<file path="config.mk">
export PLATFORM = sky130hd
export DESIGN_NAME = perm_round_ctrl
export DESIGN_NICKNAME = d
export VERILOG_FILES = /design/src/rtl/perm_round_ctrl.sv
export SDC_FILE = /design/constraint.sdc
export NUM_CORES = 1
export LEC_CHECK = 0
export CAP_MARGIN = 15
export CORE_AREA = 5 5 42 44
export CTS_BUF_LIST = sky130_fd_sc_hd__clkbuf_4
export DETAILED_ROUTE_END_ITERATION = 7
export DIE_AREA = 0 0 47 49
export SETUP_SLACK_MARGIN = 0.05
export SYNTH_ARGS = -nofsm -noshare
export SYNTH_HDL_FRONTEND = slang
export SYNTH_SLANG_ARGS = --single-unit
</file>
<file path="constraint.sdc">
create_clock -name clock_i -period 3.32 [get_ports clock_i]
set_clock_uncertainty 0.05 [all_clocks]
set_input_delay 0.83 -clock clock_i [delete_from_list [all_inputs] [get_ports clock_i]]
set_output_delay 0.83 -clock clock_i [all_outputs]
set_load 0.02 [all_outputs]
</file>
<file path="src/rtl/perm_round_ctrl.sv">
`default_nettype none
// ============================================================================
//  Module   : perm_round_ctrl
//  Purpose  : Round sequencer for one ASCON permutation, p^a or p^b.
//             Drives the permutation-input mux select, the state-register
//             load enable and the round index for the constant-addition
//             layer. Emits a one-cycle done pulse after the last round.
//  Revision : 1.0  initial release
// ============================================================================
module perm_round_ctrl #(
  parameter int ROUND_W     = 4,
  parameter int NB_ROUNDS_A = 12,
  parameter int NB_ROUNDS_B = 6
) (
  input  logic               clock_i,
  input  logic               resetb_i,
  input  logic               start_i,
  input  logic               rounds_sel_i,
  output logic               data_sel_o,
  output logic               en_state_o,
  output logic [ROUND_W-1:0] round_o,
  output logic               busy_o,
  output logic               done_o
);

  // Reject round counts that cannot be represented or make no sense.
  generate
    if (!(NB_ROUNDS_B > 0 && NB_ROUNDS_B <= NB_ROUNDS_A &&
          NB_ROUNDS_A <= (1 << ROUND_W))) begin : g_cfg_check
      $error("perm_round_ctrl: illegal round configuration");
    end
  endgenerate

  // Last round index is shared by both permutations; p^b just starts later.
  localparam logic [ROUND_W-1:0] LAST_IDX  = ROUND_W'(NB_ROUNDS_A - 1);
  localparam logic [ROUND_W-1:0] B_START   = ROUND_W'(NB_ROUNDS_A - NB_ROUNDS_B);
  localparam logic [ROUND_W-1:0] A_START   = '0;

  typedef enum logic [1:0] {
    S_IDLE  = 2'd0,
    S_FIRST = 2'd1,
    S_ROUND = 2'd2,
    S_DONE  = 2'd3
  } state_t;

  state_t             state;
  logic [ROUND_W-1:0] counter;
  logic [ROUND_W-1:0] start_idx;

  // Round index a newly accepted permutation begins with.
  assign start_idx = rounds_sel_i ? B_START : A_START;

  // Sequencer with registered Moore outputs, updated together with the state.
  always_ff @(posedge clock_i or negedge resetb_i) begin
    if (!resetb_i) begin
      state      <= S_IDLE;
      counter    <= '0;
      data_sel_o <= 1'b0;
      en_state_o <= 1'b0;
      round_o    <= '0;
      busy_o     <= 1'b0;
      done_o     <= 1'b0;
    end else begin
      case (state)
        S_IDLE, S_DONE: begin
          if (start_i) begin
            // Accept a request; DONE -> FIRST gives back-to-back runs.
            state      <= S_FIRST;
            counter    <= start_idx;
            data_sel_o <= 1'b0;
            en_state_o <= 1'b1;
            round_o    <= start_idx;
            busy_o     <= 1'b1;
            done_o     <= 1'b0;
          end else begin
            state      <= S_IDLE;
            counter    <= '0;
            data_sel_o <= 1'b0;
            en_state_o <= 1'b0;
            round_o    <= '0;
            busy_o     <= 1'b0;
            done_o     <= 1'b0;
          end
        end
        S_FIRST, S_ROUND: begin
          // start_i is ignored while a permutation is in flight.
          if (counter == LAST_IDX) begin
            state      <= S_DONE;
            data_sel_o <= 1'b1;
            en_state_o <= 1'b0;
            round_o    <= LAST_IDX;
            busy_o     <= 1'b0;
            done_o     <= 1'b1;
          end else begin
            state      <= S_ROUND;
            counter    <= counter + 1'b1;
            data_sel_o <= 1'b1;
            en_state_o <= 1'b1;
            round_o    <= counter + 1'b1;
            busy_o     <= 1'b1;
            done_o     <= 1'b0;
          end
        end
        default: begin
          state      <= S_IDLE;
          counter    <= '0;
          data_sel_o <= 1'b0;
          en_state_o <= 1'b0;
          round_o    <= '0;
          busy_o     <= 1'b0;
          done_o     <= 1'b0;
        end
      endcase
    end
  end

endmodule
`default_nettype wire

</file>
Word-level counts from Yosys, hierarchy flattened
Cells that the tools add are included.
{"block": "totals", "register_bits": 13, "inputBits": 4, "out_inout_bits": 8, "word_cells": 30}
{"block": "op_classes", "add_sub_neg": 1, "n_eq_ne": 5, "muxes": 15, "reduce_logical": 3}
{"cell": "4-bit one-hot mux with 2 select lines", "n": 2}
{"cell": "4-bit 2-to-1 mux", "n": 2}
{"cell": "3-bit 2-to-1 mux", "n": 2}
{"cell": "1-bit one-hot mux with 2 select lines", "n": 3}
{"cell": "1-bit 2-to-1 mux", "n": 5}
{"cell": "4-bit by 1-bit adder with 4-bit output, second input constant", "n": 1}
{"cell": "2-bit == test, second input constant", "n": 2}
{"cell": "4-bit == test, second input constant", "n": 1}
{"cell": "2-bit one-hot mux with 2 select lines", "n": 1}
{"cell": "2-bit OR reduction", "n": 2}
{"cell": "2-bit by 1-bit == test with 1-bit output, second input constant", "n": 1}
{"cell": "2-bit logical NOT", "n": 1}
{"cell": "2-bit != test, second input constant", "n": 1}

Depth between registers and ports, before layout
Gate-level depths: netlist (run 1).
{"block": "logic_depth", "ltp_word": 3, "depth_mapped": 4, "mapped_depth_nobuf": 4}

Least setup slack after synthesis (run 1)
OpenSTA, ideal clock, no wires.
{"block": "synth_timing", "kind": "register to output", "startpoint": "register busy_o (netlist name)", "endpoint": "output en_state_o", "arrival_ns": 0.613, "required_time_ns": 2.440, "slack_ns": 1.827, "path_stages_with_launch": 2, "n_path_buf": 1, "path_cell_list": "dfrtp_1 -> buf_4"}
{"item": "end: declaration", "line_no": "20", "source": "output logic en_state_o,"}

==> flow_metrics.tcl, run 1 <==
set metrics [dict create \
    cts_tree "built" \
    synth_async_sr_flop_share_pct 100.0 \
    stdcell_area_um2 641.9 \
    clock_sinks 12 \
    path_depth 1 \
    total_power_mw 0.7134 \
    sw_frac_of_total_pct 39.77 \
    vias_per_cell 4.522 \
    critPathArrivalTime_ps 1350 \
    drive_gt1_share_pct 17.65 \
    gp_congestion 0.7119 \
    critical_path_class "flop to primary output" \
    drc_errors 0 \
    top_layer_used "met4" \
    crit_slowest_cell "clkdlybuf4s50_1" \
    synthCells 37 \
    die-area_um2 2303 \
    hold_class "flop to flop" \
    syn_area_um2 493.0 \
    antenna_cells 0 \
    timing.rr.start "counter[0]$_DFFE_PN0N_" \
    ys_types 16 \
    vias 303 \
    fmaxAchievable_mhz 448.6 \
    irDropWorstVdd_mv 0.5706 \
    postLayoutSetupSlackWorst_ps 1091 \
    synth-edff-count 0 \
    cts_hold_buf 0 \
    maxCapViolCount 0 \
    p_per_area_nw_per_um2 1111 \
    maxSlewViolCount 0 \
    fillCellCount 142 \
    clockBufferDepth 2 \
    yosys_register_bits 12 \
    ff2ff_path_depth 4 \
    crit_chain "clkdlybuf4s50_1" \
    syn-num-nets 42 \
    placed_cell_area_um2 615.6 \
    power.share.combinational_pct 50.8 \
    avgSynthCellArea_um2 13.32 \
    critPathTopFamily "buffers and inverters" \
    core_area_um2 1401 \
    cts_resized 0 \
    synth_flop_cell "dfrtp_1" \
    reg2reg_slack_ps 2030 \
    ios 12 \
    final_nets 57 \
    crit_end "data_sel_o" \
    cts_htree_levels 1 \
    status "finished clean" \
    ys_warn_count 0 \
    dp.cells 63 \
    worst_slew_pin_slew_ps 517.4 \
    drt_first_pass_iters 1 \
    wl_met1_um 328 \
    numPortBuffers 11 \
    grt_pass1_vias 288 \
    wl_per_cell_um 11.09 \
    slowest_delay_ps 640 \
    crit_required_ps 2440 \
    ys_seq_area_share_pct 60.91 \
    cts_setup_buffers 0 \
    dp_slack_ps 1373 \
    p_leak_nw 0.2905 \
    worstSkewPairLatency_ps 270 \
    rsz0062_at_grt "no" \
    antenna_found_initial 0 \
    r2r-end "counter[1]$_DFFE_PN0N_" \
    relSlewSlack_pct 65.40 \
    switching_power_mw 0.2837 \
    finalCritPeriodShare_pct 67.14 \
    gr-total-overflow 0 \
    cts_buffers 3 \
    drt_wl_total_um 743 \
    clk_pin_slew_ps 70 \
    ant_nets 0 \
    critPathLaunchType "flop" \
    grt_pass1_wl_um 1304 \
    dp_hpwl_um 583.9 \
    cp_max_fo 2 \
    grt_max_degree 13 \
    initial_core_util_pct 35.18 \
    row_count 14 \
    die_h_um 49 \
    die_width_um 47 \
    p_int_mw 0.4297 \
    root_buffer "clkbuf_4" \
    hold_violations 0 \
    sequentialPowerShare_pct 36.8 \
    crit_start "state[1]$_DFF_PN0_" \
    track_usage_pct 8.131 \
    setup_viol 0 \
    wl_met3_um 51 \
    fin_tns_setup_ps 0 \
    path_buf_inv 1 \
    clkPwrFrac_pct 12.4 \
    post-route-min-period_ps 2229 \
    worstSetupEndpointType "primary output" \
    area_delta_synth_final_pct 30.20 \
    fin_cells 67 \
    met2_length_um 358 \
    drt_iter0_markers 0 \
]
[through the flow]
step / util, % / hold WS (ps)
final: 45.80 / 492.6
after global routing: 45.80 / 530.5
after CTS: 45.80 / 495.7
after detailed placement: 43.93 / 482.6
after global placement: 43.93 / 480.7
after floorplan: - / 438.9
[power groups by stage]
| stage | combinational, mW | clock [mW] | sequential [mW] |
|---|---|---|---|
| after global placement | 0.368 | 0 | 0.265 |
| after global routing | 0.397 | 0.101 | 0.272 |
| after detailed placement | 0.369 | 0 | 0.267 |
| after CTS | 0.370 | 0.0943 | 0.264 |
| final | 0.362 | 0.0883 | 0.263 |
| after floorplan | 0.208 | 0 | 0.308 |
[sequential cells by signal, summed over array words and instances (netlist names)]
signal   cells
busy_o       1
done_o       1
state        2
counter      4
round_o      4
[cells by family after synthesis]
group | after synthesis | share of synthesized area (%)
AND/OR/NAND/NOR | 10 | 9.899
buffers and inverters | 2 | 2.793
flip-flops | 12 | 60.91
AO/OA/AOI/OAI | 7 | 10.66
XOR/XNOR | 3 | 9.138
adder cells (fa/ha/maj) | 1 | 2.538
multiplexers | 2 | 4.061
[cell usage in the layout, fill, tap and decap left out]
| cell type | count |
|---|---|
| inv_4 | 1 |
| a21oi_4 | 1 |
| xnor2_4 | 1 |
| clkbuf_4 | 3 |
| nor2_1 | 7 |
| dfrtp_1 | 12 |
| nand3b_2 | 1 |
| a21oi_2 | 1 |
| clkinv_1 | 1 |
| ha_1 | 1 |
| nand3_1 | 1 |
| a21oi_1 | 4 |
| clkdlybuf4s50_1 | 11 |
| xnor2_1 | 1 |
| a21o_1 | 1 |
| xor2_1 | 1 |
| mux2i_1 | 2 |
| nor2_2 | 1 |
[how the worst min path moves through the flow]
stage	from	end	depth (start not counted)
after floorplan	counter[0]$_DFFE_PN0N_	round_o[0]$_DFF_PN0_	1
after global placement	counter[0]$_DFFE_PN0N_	round_o[0]$_DFF_PN0_	1
after detailed placement	counter[0]$_DFFE_PN0N_	round_o[0]$_DFF_PN0_	1
after CTS	counter[0]$_DFFE_PN0N_	round_o[0]$_DFF_PN0_	1
after global routing	counter[0]$_DFFE_PN0N_	round_o[0]$_DFF_PN0_	1
final	counter[0]$_DFFE_PN0N_	round_o[0]$_DFF_PN0_	1
[routing by layer]
layer,GRT usage (%),up-vias
li1,-,149
met5,0,-
met3,2.214,2
met4,6.912,0
met2,10.86,8
met1,10.30,144
[worst register-to-register path: cells and delay by family, from the launching register on]
kind	cells	cell delay (ps)
adder cells (fa/ha/maj)	1	250
AND/OR/NAND/NOR	1	180
AO/OA/AOI/OAI	1	80
multiplexers	1	200
flip-flops	1	420
[cell usage after synthesis (2+ instances only)]
cell type   n  share of area, %
dfrtp_1    12                61
nor2_1      7               5.3
a21oi_1     4               4.1
mux2i_1     2               4.1
[final cells by class]
type / instances / area (um2) / share of cell area (%)
sequential: 12 / 300.3 / 46.78
multi-input combinational: 23 / 178.9 / 27.88
timing repair buffer: 11 / 110.1 / 17.15
clock buffer: 3 / 22.52 / 3.509
tap: 16 / 20.02 / 3.119
inverter: 1 / 6.256 / 0.9747
clock inverter: 1 / 3.754 / 0.5848
(Power assumes the default switching activity.)
==> inputs of run 2 (changes only) <==
==> constraint.sdc (replaced) <==
create_clock -name clock_i -period 2.2 [get_ports clock_i]
set_clock_uncertainty 0.05 [all_clocks]
set_input_delay 0.55 -clock clock_i [delete_from_list [all_inputs] [get_ports clock_i]]
set_output_delay 0.55 -clock clock_i [all_outputs]
set_load 0.02 [all_outputs]
==> results of run 2 <==
Same layout as run 1 (identical final DEF). Status: finished clean.
Main changes from that run: setup slack after placement 1373 ps -> 532.6 ps; setup slack after layout 1091 ps -> 250.9 ps; register-to-register setup slack 2030 ps -> 910 ps; total power 0.7134 mW -> 1.077 mW; worst IR drop on VDD 0.5706 mV -> 0.8611 mV
